--- config.mk ---
export PLATFORM = sky130hd
export DESIGN_NAME = s00_axis_frame_rx
export DESIGN_NICKNAME = d
export VERILOG_FILES = /design/src/rtl/cnn_axis_pkg.sv /design/src/rtl/axis_fwft_fifo.sv /design/src/rtl/s00_axis_frame_rx.sv
export SDC_FILE = /design/constraint.sdc
export NUM_CORES = 1
export LEC_CHECK = 0
export ABC_AREA = 1
export ABC_CLOCK_PERIOD_IN_PS = 3800
export CORE_AREA = 10 10 265 267
export DETAILED_ROUTE_END_ITERATION = 12
export DIE_AREA = 0 0 275 277
export HOLD_SLACK_MARGIN = 0.08
export SETUP_SLACK_MARGIN = 0.02
export SLEW_MARGIN = 10
export SYNTH_ARGS = -nofsm -noshare
export SYNTH_HDL_FRONTEND = slang
export SYNTH_HIERARCHICAL = 1
export SYNTH_SLANG_ARGS = --single-unit
--- constraint.sdc ---
create_clock -name S_AXIS_ACLK -period 3.8 [get_ports S_AXIS_ACLK]
set_input_delay 1.14 -clock S_AXIS_ACLK [delete_from_list [all_inputs] [get_ports S_AXIS_ACLK]]
set_output_delay 1.14 -clock S_AXIS_ACLK [all_outputs]
set_load 0.005 [all_outputs]
--- src/rtl/cnn_axis_pkg.sv ---
// ============================================================================
// Module   : cnn_axis_pkg
// Brief    : Shared types and helpers for the CNN AXI-Stream ingress/egress.
// Revision : 1.0
// ============================================================================
`default_nettype none

package cnn_axis_pkg;

  typedef enum logic [0:0] {
    WAIT_SOF = 1'b0,
    ACTIVE   = 1'b1
  } frame_state_e;

  // Each FIFO entry carries data plus the sof and eol flags.
  localparam int FIFO_META_W = 2;

  function automatic int fifo_entry_w(input int data_w);
    return data_w + FIFO_META_W;
  endfunction

  // Ceiling log2, never less than 1 so it can size a counter directly.
  function automatic int clog2(input int value);
    int result;
    result = 0;
    while ((1 << result) < value) begin
      result = result + 1;
    end
    if (result < 1) begin
      result = 1;
    end
    return result;
  endfunction

endpackage

`default_nettype wire

--- src/rtl/axis_fwft_fifo.sv ---
// ============================================================================
// Module   : axis_fwft_fifo
// Brief    : First-word-fall-through circular FIFO with occupancy count.
// Revision : 1.0
// ============================================================================
`default_nettype none

module axis_fwft_fifo
  import cnn_axis_pkg::*;
#(
  parameter int DATA_W = 34,
  parameter int DEPTH  = 16
) (
  input  logic                      clk,
  input  logic                      rst,
  input  logic                      i_wr_en,
  input  logic [DATA_W-1:0]         i_wr_data,
  input  logic                      i_rd_en,
  output logic [DATA_W-1:0]         o_rd_data,
  output logic                      o_empty,
  output logic                      o_full,
  output logic [clog2(DEPTH):0]     o_cnt
);

  localparam int AW = clog2(DEPTH);
  localparam logic [AW:0] c_depth = (AW+1)'(DEPTH);

  logic [DATA_W-1:0] r_mem [DEPTH];
  logic [AW-1:0]     r_wr_ptr;
  logic [AW-1:0]     r_rd_ptr;
  logic [AW:0]       r_cnt;
  logic              w_push;
  logic              w_pop;

  assign o_empty   = (r_cnt == '0);
  assign o_full    = (r_cnt == c_depth);
  assign o_cnt     = r_cnt;
  assign w_push    = i_wr_en && !o_full;
  assign w_pop     = i_rd_en && !o_empty;
  // Head is forced to zero when empty so stale storage never leaks out.
  assign o_rd_data = o_empty ? '0 : r_mem[r_rd_ptr];

  always_ff @(posedge clk) begin
    if (w_push) begin
      r_mem[r_wr_ptr] <= i_wr_data;
    end
  end

  always_ff @(posedge clk or posedge rst) begin
    if (rst) begin
      r_wr_ptr <= '0;
      r_rd_ptr <= '0;
      r_cnt    <= '0;
    end else begin
      if (w_push) begin
        r_wr_ptr <= r_wr_ptr + 1'b1;
      end
      if (w_pop) begin
        r_rd_ptr <= r_rd_ptr + 1'b1;
      end
      case ({w_push, w_pop})
        2'b10:   r_cnt <= r_cnt + 1'b1;
        2'b01:   r_cnt <= r_cnt - 1'b1;
        default: r_cnt <= r_cnt;
      endcase
    end
  end

endmodule

`default_nettype wire

--- src/rtl/s00_axis_frame_rx.sv ---
// ============================================================================
// Module   : s00_axis_frame_rx
// Brief    : AXI-Stream frame ingress with geometry checking and FWFT buffer.
// Revision : 1.0
// ============================================================================
`default_nettype none

module s00_axis_frame_rx
  import cnn_axis_pkg::*;
#(
  parameter int C_S_AXIS_TDATA_WIDTH = 32,
  parameter int C_S_AXIS_FIFO_DEPTH  = 16,
  parameter int IMG_WIDTH            = 28,
  parameter int IMG_HEIGHT           = 28
) (
  input  logic                              S_AXIS_ACLK,
  input  logic                              S_AXIS_ARESET,
  input  logic [C_S_AXIS_TDATA_WIDTH-1:0]   S_AXIS_TDATA,
  input  logic [C_S_AXIS_TDATA_WIDTH/8-1:0] S_AXIS_TSTRB,
  input  logic                              S_AXIS_TVALID,
  output logic                              S_AXIS_TREADY,
  input  logic                              S_AXIS_TLAST,
  input  logic                              S_AXIS_TUSER,
  input  logic                              rd_en,
  output logic                              empty,
  output logic [C_S_AXIS_TDATA_WIDTH-1:0]   data_out,
  output logic                              sof_out,
  output logic                              eol_out,
  output logic [clog2(C_S_AXIS_FIFO_DEPTH):0] fifo_cnt,
  output logic                              frame_done,
  output logic                              err_sof,
  output logic                              err_eol_early,
  output logic                              err_eol_late,
  output logic [15:0]                       drop_cnt,
  output logic [15:0]                       frame_cnt
);

  localparam int DW    = C_S_AXIS_TDATA_WIDTH;
  localparam int EW    = fifo_entry_w(DW);
  localparam int COL_W = clog2(IMG_WIDTH);
  localparam int ROW_W = clog2(IMG_HEIGHT);
  localparam logic [COL_W-1:0] c_last_col = COL_W'(IMG_WIDTH - 1);
  localparam logic [ROW_W-1:0] c_last_row = ROW_W'(IMG_HEIGHT - 1);

  frame_state_e     r_state;
  logic [COL_W-1:0] r_col;
  logic [ROW_W-1:0] r_row;
  logic             r_frame_done;
  logic             r_err_sof;
  logic             r_err_eol_early;
  logic             r_err_eol_late;
  logic [15:0]      r_drop_cnt;
  logic [15:0]      r_frame_cnt;

  logic             w_full;
  logic             w_accept;
  logic             w_at_last_col;
  logic             w_last_row;
  logic             w_line_end;
  logic             w_write;
  logic             w_wr_eol;
  logic [EW-1:0]    w_wr_entry;
  logic [EW-1:0]    w_rd_entry;
  logic             w_unused_tstrb;

  assign w_unused_tstrb = ^S_AXIS_TSTRB;

  // Ready depends only on reset and the registered occupancy.
  assign S_AXIS_TREADY = !S_AXIS_ARESET && !w_full;
  assign w_accept      = S_AXIS_TVALID && S_AXIS_TREADY;
  assign w_at_last_col = (r_col == c_last_col);
  assign w_last_row    = (r_row == c_last_row);
  assign w_line_end    = w_at_last_col || S_AXIS_TLAST;
  assign w_write       = w_accept && ((r_state == ACTIVE) || S_AXIS_TUSER);
  assign w_wr_eol      = (r_state == ACTIVE) && !S_AXIS_TUSER && w_line_end;
  assign w_wr_entry    = {S_AXIS_TUSER, w_wr_eol, S_AXIS_TDATA};

  axis_fwft_fifo #(
    .DATA_W (EW),
    .DEPTH  (C_S_AXIS_FIFO_DEPTH)
  ) u_fifo (
    .clk       (S_AXIS_ACLK),
    .rst       (S_AXIS_ARESET),
    .i_wr_en   (w_write),
    .i_wr_data (w_wr_entry),
    .i_rd_en   (rd_en),
    .o_rd_data (w_rd_entry),
    .o_empty   (empty),
    .o_full    (w_full),
    .o_cnt     (fifo_cnt)
  );

  assign sof_out  = w_rd_entry[EW-1];
  assign eol_out  = w_rd_entry[EW-2];
  assign data_out = w_rd_entry[DW-1:0];

  always_ff @(posedge S_AXIS_ACLK or posedge S_AXIS_ARESET) begin
    if (S_AXIS_ARESET) begin
      r_state         <= WAIT_SOF;
      r_col           <= '0;
      r_row           <= '0;
      r_frame_done    <= 1'b0;
      r_err_sof       <= 1'b0;
      r_err_eol_early <= 1'b0;
      r_err_eol_late  <= 1'b0;
      r_drop_cnt      <= '0;
      r_frame_cnt     <= '0;
    end else begin
      r_frame_done    <= 1'b0;
      r_err_sof       <= 1'b0;
      r_err_eol_early <= 1'b0;
      r_err_eol_late  <= 1'b0;
      if (w_accept) begin
        case (r_state)
          WAIT_SOF: begin
            if (S_AXIS_TUSER) begin
              r_col   <= COL_W'(1);
              r_row   <= '0;
              r_state <= ACTIVE;
            end else if (r_drop_cnt != 16'hFFFF) begin
              r_drop_cnt <= r_drop_cnt + 16'd1;
            end
          end
          ACTIVE: begin
            // A stray start-of-frame abandons the current frame and restarts.
            if (S_AXIS_TUSER) begin
              r_err_sof <= 1'b1;
              r_col     <= COL_W'(1);
              r_row     <= '0;
            end else if (w_line_end) begin
              r_err_eol_early <= S_AXIS_TLAST && !w_at_last_col;
              r_err_eol_late  <= w_at_last_col && !S_AXIS_TLAST;
              r_col           <= '0;
              if (w_last_row) begin
                r_row        <= '0;
                r_frame_done <= 1'b1;
                r_frame_cnt  <= r_frame_cnt + 16'd1;
                r_state      <= WAIT_SOF;
              end else begin
                r_row <= r_row + 1'b1;
              end
            end else begin
              r_col <= r_col + 1'b1;
            end
          end
          default: r_state <= WAIT_SOF;
        endcase
      end
    end
  end

  assign frame_done    = r_frame_done;
  assign err_sof       = r_err_sof;
  assign err_eol_early = r_err_eol_early;
  assign err_eol_late  = r_err_eol_late;
  assign drop_cnt      = r_drop_cnt;
  assign frame_cnt     = r_frame_cnt;

endmodule

`default_nettype wire

Word level (Yosys, flattened, before mapping)

Memory sizes are Yosys's and may differ from the RTL's.
Index checks and enable logic that the tools add are counted.

Add/subtract/negate cells: 8
Eq/ne operators: 8
Multiplexer cells: 33
Bitwise logic cells: 2
Reductions and logical operators: 23

Operators by type and width:

| operator              | number |
|---|---|
| $mux 5                | 7 |
| $mux 34               | 1 |
| $add 16x1->16 const B | 2 |
| $pmux 5 s2            | 3 |
| $mux 1                | 21 |
| $ne 16x16->1 const B  | 1 |
| $add 5x1->5 const B   | 3 |
| $eq 5x5->1 const B    | 3 |
| $logic_and 1x1->1     | 9 |
| $add 4x1->4 const B   | 2 |
| $logic_not 1->1       | 6 |
| $logic_not 5->1       | 1 |
| $reduce_and 5->1      | 1 |
| $sub 5x1->5 const B   | 1 |
| $reduce_and 4->1      | 1 |
| $ne 3x2->1 const B    | 1 |
| $reduce_and 3->1      | 1 |
| $eq 2x1->1 const B    | 1 |
| $eq 2x2->1 const B    | 1 |
| $logic_or 1x1->1      | 2 |
| $ne 2x2->1 const B    | 1 |
| $not 1->1             | 2 |
| $pmux 1 s2            | 1 |
| $reduce_and 2->1      | 1 |
| $reduce_bool 2->1     | 1 |

Bits in registers: 60
Memory bits (writable): 544
Output and inout bits: 77
Logic and storage cells: 87
Memories kept: 1

Memory list:

| name         | words | bits a word | rd ports | clocked after Yosys merged registers in | write ports | line                 | text |
|---|---|---|---|---|---|---|---|
| u_fifo.r_mem | 16    | 34          | 1        | 0                                       | 1           | axis_fwft_fifo.sv:28 | `logic [DATA_W-1:0] r_mem [DEPTH];` |

Logic depth before layout (Yosys ltp)

Gate-level depths: netlist (run 1).

Depth in word-level cells: 8
Gate-level depth with buffers: 18
Gate-level depth less buffers: 16

Modules after synthesis

The synthesis (run 1) kept the hierarchy.

Modules (own cells, without submodules):

| module            | instances | cells an instance | area an instance (µm²) | sequential area each (µm²) |
|---|---|---|---|---|
| axis_fwft_fifo    | 1         | 1909              | 22815.6                | 16661.0 |
| s00_axis_frame_rx | 1         | 393               | 2832.7                 | 1176.1 |

Worst setup path after synthesis (run 1)

OpenSTA, ideal clock, no wires.

Path kind: input to register
From: input port S_AXIS_ARESET
To: memory u_fifo.r_mem[11][0], enable pin
Setup time: 0.468 ns
Data arrival time: 4.243 ns
Required time: 3.332 ns
Setup slack: -0.910 ns
Cell stages on the path: 6
Cell sequence: nor2_4 -> nand2_2 -> nor2_1 -> buf_2 -> nand3_1 -> nor3_1

Cells in the longest elaborated chain, start to end: 7

RTL lines:

| element                      | line                    | text |
|---|---|---|
| from (decl)                  | s00_axis_frame_rx.sv:17 | `input logic S_AXIS_ARESET,` |
| $logic_not 1->1 (no line)    | -                       |  |
| $logic_and 1x1->1            | s00_axis_frame_rx.sv:69 | `assign S_AXIS_TREADY = !S_AXIS_ARESET && !w_full;` |
| $logic_and 1x1->1            | s00_axis_frame_rx.sv:70 | `assign w_accept = S_AXIS_TVALID && S_AXIS_TREADY;` |
| $logic_and 1x1->1            | s00_axis_frame_rx.sv:74 | `assign w_write = w_accept && ((r_state == ACTIVE) \|\| S_AXIS_TUSER);` |
| named net w_write            | s00_axis_frame_rx.sv:60 | `logic w_write;` |
| $logic_and 1x1->1            | axis_fwft_fifo.sv:38    | `assign w_push = i_wr_en && !o_full;` |
| $mux 1                       | axis_fwft_fifo.sv:44    | `if (w_push) begin` |
| $mux 1 (implied by the code) | axis_fwft_fifo.sv:45    | `r_mem[r_wr_ptr] <= i_wr_data;` |
| to (decl)                    | axis_fwft_fifo.sv:28    |  |

The timed path passes the listed nets, and every way through them passes these cells.

Worst setup path after layout (run 1)

From: register u_fifo.r_rd_ptr[0]
To: output port data_out[7]

Cells in the longest elaborated chain, start to end: 2

RTL lines:

| element                | line                    | text |
|---|---|---|
| from (decl)            | axis_fwft_fifo.sv:30    | `logic [AW-1:0] r_rd_ptr;` |
| from (signal assigned) | axis_fwft_fifo.sv:59    | `r_rd_ptr <= r_rd_ptr + 1'b1;` |
| $mem_v2 16x34          | -                       |  |
| $mux 34                | axis_fwft_fifo.sv:41    | `assign o_rd_data = o_empty ? '0 : r_mem[r_rd_ptr];` |
| to (decl)              | s00_axis_frame_rx.sv:26 | `output logic [C_S_AXIS_TDATA_WIDTH-1:0] data_out,` |

No other way between the ends.

==> metrics.md, run 1 <==
| Metric | Value |
|---|---|
| CP required | 2.66 ns |
| Post-cts hold buffer count | 0 |
| Switching share of power | 34.9% |
| First-pass GRT wire length | 99900 um |
| Yosys warning total | 6 |
| Overall routed net length | 66800 um |
| Slew @ Worst Pin | 0.674 ns |
| Clock root buffer | clkbuf_16 |
| Status | complete, but fails checks |
| Finish-stage setup viols | 5 |
| Leakage | 11.7 nW |
| Layout cell share with drive strength beyond 1 | 10.1% |
| Drt drc | 0 |
| Met3 WL | 5080 um |
| Most frequent cell after synthesis | nand2_1 |
| M1 wire length | 27800 um |
| Post-synthesis register bit count | 604 |
| GRT overflow | 0 |
| Final GP Congestion | 0.819 |
| Area contributors post-synth | edfxtp_1 64%, nand2_1 13%, nand3_1 8.6% |
| CTS sink count | 604 |
| DR WL met2 | 32400 um |
| Failing checks | negative setup slack |
| Vias/cell | 5.20 |
| Reg power frac | 34.8% |
| Core Util, Final | 47.3% |
| Clock skew | 0.0205 ns |
| Final WS setup | -0.0666 ns |
| Nets@finish | 2505 |
| Slew Viols, Final | 0 |
| I/O pins | 119 |
| TritonCTS clock tree | built |
| Worst R2R Start | u_fifo/o_cnt[1] |
| Initial Utilization | 39.4% |
| Net Count, Synth | 2357 |
| Crit path DAT | 2.73 ns |
| Total GRT Usage | 16.9% |
| Power per Cell Area | 725 nW/um^2 |
| Worst relative slew slack | 55.0% |
| Critical Path Source Type | flip-flop |
| Placeable Area | 65200 um^2 |
| Tcrit/Tclk final | 102% |
| Number of max-cap violations | 0 |
| Deepest clock path buffer count | 3 |
| Hold Startpoint | r_col[1] |
| Largest area contributor in the netlist | edfxtp_1 |
| CTS Buf Count | 66 |
| Count of different cell masters after synthesis | 35 |
| Highest routed metal layer | met5 |
| Hold Path Class | reg2reg |
| Post-synth ARST share | 9.93% |
| Wire per inst | 19.9 um |
| Pre-antenna DRT Iters | 5 |
| Initial antenna violation count | 3 |
| Unrepaired setup endpoints after global routing | yes |
| Final Hold Viols | 0 |
| Seq/Total Area, Yosys | 69.5% |
| Row count | 94 |
| Max Fanout on Critical Path | 11 |
| Clk Latency, worst-skew pair | 0.59 ns |
| Area delta synth->final | 20.2% |
| Hold slack | 0.516 ns |
| Max Clock Freq | 0.259 GHz |
| H-tree depth | 3 |
| Post-Syn Area per Cell | 11.1 um^2 |
| Port-buffer cells | 114 |
| Number of global-route vias before repair | 17300 |
| DP HPWL | 33600 um |
| Setup Total Neg Slack | -0.182 ns |
| Die Y | 277 um |
| Critical path class | reg2out |
| VDD IR-drop max | 0.000633 V |
| Cell Area, Synth | 25600 um^2 |
| Min Tclk post-route | 3.87 ns |
| Worst setup EP type | output pin |
| Routed Antenna Nets | 0 |
| Largest net degree at the start of global routing | 71 |
| Die extent in x | 275 um |
| Post-Syn Instances | 2302 |
| DRT iter0 DRCs | 1484 |
| Die area | 76200 um^2 |
| Post-synth top area share | 63.7% |
| Most used DFF post-synth | edfxtp_1 |
| Crit. Startpoint | u_fifo/r_rd_ptr[0] |
| Comb pwr share | 37.3% |
| Cell-internal power | 0.0146 W |
| Clock Power Share | 27.8% |
| Via count | 17500 |
| Clock-pin slew on the worst setup and hold paths | 0.06 ns |
| Most instantiated cells after synthesis | 887 x nand2_1, 544 x edfxtp_1, 439 x nand3_1, 66 x nor2_1, 60 x dfrtp_1 |
| Post-synth EDFFs | 544 |
| Switching Power | 0.00779 W |
cells by family after synthesis:
kind of cell               after synthesis  synth area share [%]
buffers and inverters                  177                  3.85
DFF                                    604                  69.5
and+or+nand+nor                       1425                  23.6
adders and majority gates               13                 0.634
xor gates and xnor gates                26                 0.888
muxes                                    1                0.0439
AOI/OAI and AO/OA                       56                  1.43
stage by stage:
stage | worst slack, ns | std cells | instance area [um^2] | total power [W]
CTS | -0.140 | 3343 | 30300 | 0.0220
global route | -0.198 | 3364 | 30800 | 0.0237
global placement | 0.249 | 3216 | 28000 | 0.0153
finish | -0.0666 | 3364 | 30800 | 0.0224
detailed placement | 0.172 | 3216 | 28000 | 0.0154
floorplan | -0.910 | 2302 | 25700 | 0.0127
sequential cells by signal, indices dropped and copies added (netlist names):
name,cells
u_fifo/r_mem,544
r_col,5
u_fifo/o_cnt,5
drop_cnt,16
r_row,5
u_fifo/r_wr_ptr,4
err_eol_late,1
frame_cnt,16
frame_done,1
r_state,1
u_fifo/r_rd_ptr,4
err_eol_early,1
err_sof,1
layout by cell type (no fill, tap or decap), types with 4 or more instances in the layout:
cell type / synthesis / final
a21oi_1: 23 / 16
a21oi_2: 15 / 22
buf_12: 0 / 26
buf_16: 0 / 11
buf_4: 46 / 26
buf_6: 16 / 8
bufinv_16: 0 / 6
clkbuf_1: 21 / 16
clkbuf_16: 0 / 79
clkdlybuf4s50_1: 0 / 86
clkinv_1: 1 / 11
clkinv_2: 0 / 10
dfrtp_1: 60 / 56
dlygate4sd2_1: 0 / 10
dlymetal6s2s_1: 0 / 15
edfxtp_1: 544 / 544
ha_1: 13 / 13
inv_1: 47 / 45
inv_2: 8 / 8
inv_6: 0 / 4
nand2_1: 887 / 887
nand3_1: 439 / 439
nand4_1: 11 / 11
nor2_1: 66 / 53
nor2_4: 8 / 21
o21ai_0: 9 / 9
o21ai_1: 4 / 4
xnor2_1: 13 / 13
xor2_1: 13 / 13
power groups by stage:
| stage | combinational (W) | sequential [W] | clock (W) |
|---|---|---|---|
| after global routing | 0.00919 | 0.00782 | 0.00665 |
| final | 0.00835 | 0.00779 | 0.00622 |
| after global placement | 0.00736 | 0.00792 | 0 |
| after floorplan | 0.00478 | 0.00787 | 0 |
| after CTS | 0.00782 | 0.00779 | 0.00636 |
| after detailed placement | 0.00745 | 0.00793 | 0 |
layout make-up:
type / instances / area [um^2]
multi-input cells: 1521 / 6960
repair buffers: 199 / 2590
repair inverters: 2 / 20.0
well taps: 864 / 1080
fillers: 5756 / 34300
clock inverters: 31 / 308
inverters: 56 / 240
diodes: 2 / 5.00
flip-flops and latches: 604 / 17800
clock buffers: 85 / 1790
what timing repair did:
item | 4_1_cts | 5_1_grt
cloned | 6 | 12
pin swaps | 1 | 4
endpoints found under the hold margin | 0 | 0
setup endpoints to repair | 34 | 23
resized for setup | 39 | 39
buffers inserted | 5 | 7
critical path: stages, from the launching register on:
cell and delay, ns:
dfrtp_4 0.51, buf_12 0.16, clkinv_16 0.09, buf_4 0.18
nand2_1 0.07, nand3_1 0.06, nand3_1 0.07, nand2_1 0.08
nand2_1 0.07, a21oi_2 0.27, clkdlybuf4s50_1 0.56
metal layers:
| layer | vias up | GRT usage [%] |
|---|---|---|
| li1 | 8223 | - |
| met1 | 8549 | 21.3 |
| met2 | 620 | 28.2 |
| met3 | 111 | 3.65 |
| met4 | 2 | 5.68 |
| met5 | - | 0 |
path summary, 6_finish.rpt:
path                                   endpoint  slack (ns)  cells past startpoint
worst max-delay path                data_out[7]       -0.07                     10
worst min-delay path                   r_col[1]        0.52                      2
worst max register to register  u_fifo/o_cnt[4]        0.96                     15
worst min register to register         r_col[1]        0.52                      2
max in group asynchronous         frame_cnt[14]        2.12                      3
min in group asynchronous          drop_cnt[15]        1.09                      2
No activity file was read; power rests on OpenSTA's default activity.
==> run 2: changes to the inputs <==
ABC_AREA = default   (was 1)
CORE_AREA = 10 10 256 258   (was 10 10 265 267)
DIE_AREA = 0 0 266 268   (was 0 0 275 277)
SLEW_MARGIN = default   (was 10)
==> metrics.md, run 2 <==
| Metric | Value |
|---|---|
| Status | complete, but fails checks |
| Failing checks | negative setup slack |
| TritonCTS clock tree | built |
| Post-synth EDFFs | 544 (unchanged) |
| Finish-stage setup viols | 27 (+22) |
| Hold Path Class | reg2reg |
| First-pass GRT wire length | 82800 um (-17%) |
| Routed Antenna Nets | 0 (unchanged) |
| Critical path class | reg2out |
| Nets@finish | 1468 (-41%) |
| Crit-path cells | buf_12, buf_16, buf_12, mux4_2, mux2_2, a221o_1, buf_2 |
| Max Clock Freq | 0.256 GHz (-1.2%) |
| Seq/Total Area, Yosys | 74.8% (+5.2 points) |
| Min Tclk post-route | 3.91 ns (+0.0458 ns) |
| Final GP Congestion | 0.768 (-6.3%) |
| Worst R2R Start | u_fifo/o_cnt[3] |
| Largest area contributor in the netlist | edfxtp_1 |
| Layout cell share with drive strength beyond 1 | 32.7% (+23 points) |
| Most instantiated cells after synthesis | 544 x edfxtp_1, 136 x mux4_2, 60 x dfrtp_1, 36 x mux2_2, 35 x nor2b_1 |
| Critical Path Source Type | flip-flop |
| Post-synth top area share | 68.5% (+4.8 points) |
| Unrepaired setup endpoints after global routing | yes |
| Critical R2R Capture | u_fifo/o_cnt[4] |
| Tcrit/Tclk final | 103% (+1.2 points) |
| Number of global-route vias before repair | 12800 (-26%) |
| Net Count, Synth | 1199 (-49%) |
| GRT overflow | 0 (unchanged) |
| Worst setup EP type | output pin |
| Number of max-cap violations | 0 (unchanged) |
| Slew Viols, Final | 0 (unchanged) |
| Drt drc | 0 (unchanged) |
| Area delta synth->final | 24.5% |
| Setup Total Neg Slack | -1.35 ns (-1.16 ns) |
| Placeable Area | 60100 um^2 (-7.7%) |
| Clock skew | 0.0207 ns (+0.000168 ns) |
| Reg2Reg Setup Slack | 0.68 ns (-0.28 ns) |
| Post-Syn Area per Cell | 20.9 um^2 (+87%) |
| Leakage | 10.1 nW (-14%) |
| Most used DFF post-synth | edfxtp_1 |
| Post-synthesis register bit count | 604 (unchanged) |
| Count of different cell masters after synthesis | 57 (+63%) |
| Deepest clock path buffer count | 3 (unchanged) |
| # fillers | 4896 (-15%) |
| CTS sink count | 604 (unchanged) |
| Most flops, register | u_fifo/r_mem |
| Worst Hold End | frame_cnt[11] |
| Cell seen most often among critical-path stages | buf_12 |
| DRT iter0 DRCs | 1077 (-27%) |
| Via count | 12100 (-31%) |
| Register area | 17800 um^2 (about the same) |
| Row count | 90 (-4.3%) |
| Wire per inst | 24.5 um (+23%) |
| Slowest-stage cell, CP | mux4_2 |
| Final Cell Area | 29700 um^2 (-3.7%) |
| Overall routed net length | 55000 um (-18%) |
| Multi-input gate area | 5930 um^2 (-15%) |
| Slew @ Worst Pin | 1.05 ns (+0.379 ns) |
| Cell Area, Synth | 23900 um^2 (-7.0%) |
| Die area | 71300 um^2 (-6.4%) |
| Most frequent cells in the layout | 544 x edfxtp_1, 136 x mux4_2, 80 x clkdlybuf4s50_1, 70 x clkbuf_16, 64 x buf_4 |
| Clock root buffer | clkbuf_16 |
| Post-placement cell area | 26700 um^2 (-4.4%) |
| CTS Buf Count | 67 (+1.5%) |
| CP required | 2.66 ns (about the same) |
| Final WS setup | -0.112 ns (-0.0458 ns) |
| Area contributors post-synth | edfxtp_1 68%, mux4_2 13%, dfrtp_1 6.3% |
| DP HPWL | 29400 um (-12%) |
| Vias/cell | 5.38 (+3.3%) |
| Hold Startpoint | frame_cnt[11] |
| WHS Path Cells | 1 (-1) |
| Port-buffer cells | 114 (unchanged) |
| Max Fanout on Critical Path | 6 (-5) |
| Largest net degree at the start of global routing | 35 (-51%) |
| Total GRT Usage | 15.6% (-1.3 points) |
| Initial Utilization | 39.7% (+0.30 points) |
| Die extent in x | 266 um (-3.3%) |
| Worst relative slew slack | 29.5% (-25 points) |
| Post-synth ARST share | 9.93% (unchanged) |
| Crit path DAT | 2.77 ns (+0.04 ns) |
| VDD IR-drop max | 0.000353 V (-44%) |
| Hold slack | 0.491 ns (-0.0248 ns) |
| Yosys warning total | 6 (unchanged) |
| I/O pins | 119 (unchanged) |
| Overall power | 0.0211 W (-5.8%) |
| Post-Syn Instances | 1144 (-50%) |
| Pre-antenna DRT Iters | 4 (-1) |
| Most frequent cell after synthesis | edfxtp_1 |
| Power per Cell Area | 709 nW/um^2 (-2.2%) |
| CP max stage delay | 0.50 ns (-0.06 ns) |
| Most common cell after layout, fill and taps aside | edfxtp_1 |
| Largest register FFs | 544 (unchanged) |
| Clk Latency, worst-skew pair | 0.60 ns (about the same) |
| Final Hold Viols | 0 (unchanged) |
| Die Y | 268 um (-3.2%) |
| H-tree depth | 3 (unchanged) |
| Initial antenna violation count | 3 (unchanged) |
| Worst R2R Path Depth | 14 (-1) |
| Clock-pin slew on the worst setup and hold paths | 0.06 ns (about the same) |
run 2: cell count changes after synthesis, moves of 8 or more:
cell / delta
inv_2: -8
nand3_1: -423
a221o_1: +34
a21oi_2: -15
nor2b_1: +35
nor2_1: -38
nand2_1: -859
buf_4: -44
inv_1: -36
xnor2_1: +12
a21oi_1: -18
mux2_2: +35
nand4_1: +8
mux4_2: +136
run 2: area by class of cell:
cell class	instances	area share (%)
Tap cell	782	3.29
Clock buffer	85	6.01
Sequential cell	604	60.1
Timing Repair Buffer	252	9.71
Clock inverter	36	0.758
Inverter	12	0.168
Multi-Input combinational cell	476	20.0
Antenna cell	1	0.00842
run 2: power by group:
group          switching [W]  total (W)  internal (W)
Sequential          0.000276    0.00793       0.00765
Clock                0.00253    0.00594       0.00341
Combinational        0.00315    0.00721       0.00406
run 2: timing repair:
action / 4_1_cts / 5_1_grt
endpoints found under the setup margin: 34 / 34
pin swaps: 19 / 14
hold buffers: 0 / 0
gates resized for setup: 193 / 16
gates cloned: 9 / 1
buffers inserted: 51 / 11
run 2: worst max-delay path by stage:
stage | endpoint | slack (ns) | cells past startpoint | startpoint
6_report | data_out[6] | -0.11 | 7 | u_fifo/r_rd_ptr[0]
5_1_grt | data_out[6] | -0.17 | 7 | u_fifo/r_rd_ptr[0]
4_1_cts | data_out[31] | -0.17 | 7 | u_fifo/r_rd_ptr[0]
3_5_place_dp | u_fifo/o_cnt[4] | -0.03 | 12 | S_AXIS_ARESET
3_3_place_gp | u_fifo/o_cnt[4] | 0.03 | 12 | S_AXIS_TVALID
2_1_floorplan | u_fifo/r_mem[11][0] | 0.06 | 6 | S_AXIS_ARESET
run 2: worst max-delay path, delay by kind of cell, from the launching register on:
| family | cells | cell delay (ns) |
|---|---|---|
| mux | 2 | 0.78 |
| flops | 1 | 0.47 |
| compound gates | 1 | 0.34 |
| buf+inv | 4 | 0.58 |
run 2: metal layers:
metal / wire, um / part of all wire (%) / vias to the layer above / global-route usage [%]
met4: 911 / 1.7 / 4 / 4.68
li1: - / - / 5285 / -
met5: 23 / 0.042 / - / 0
met1: 23400 / 42 / 6407 / 20.4
met2: 26900 / 49 / 317 / 25.5
met3: 3800 / 6.9 / 72 / 3.92
run 2: logic make-up after synthesis:
group / share of synthesized area, %
AOI/OAI and AO/OA: 2.30
xor gates and xnor gates: 1.58
adders and majority gates: 0.682
buffers and inverters: 1.46
DFF: 74.8
muxes: 14.7
and+or+nand+nor: 4.52
run 2: through the flow:
stage	setup slack [ns]	utilization (%)	std cells
finish	-0.112	49.4	2248
global route	-0.172	49.4	2247
CTS	-0.173	49.2	2238
detailed placement	-0.0278	44.5	2058
global placement	0.0265	44.5	2058
floorplan	0.0574	-	1144
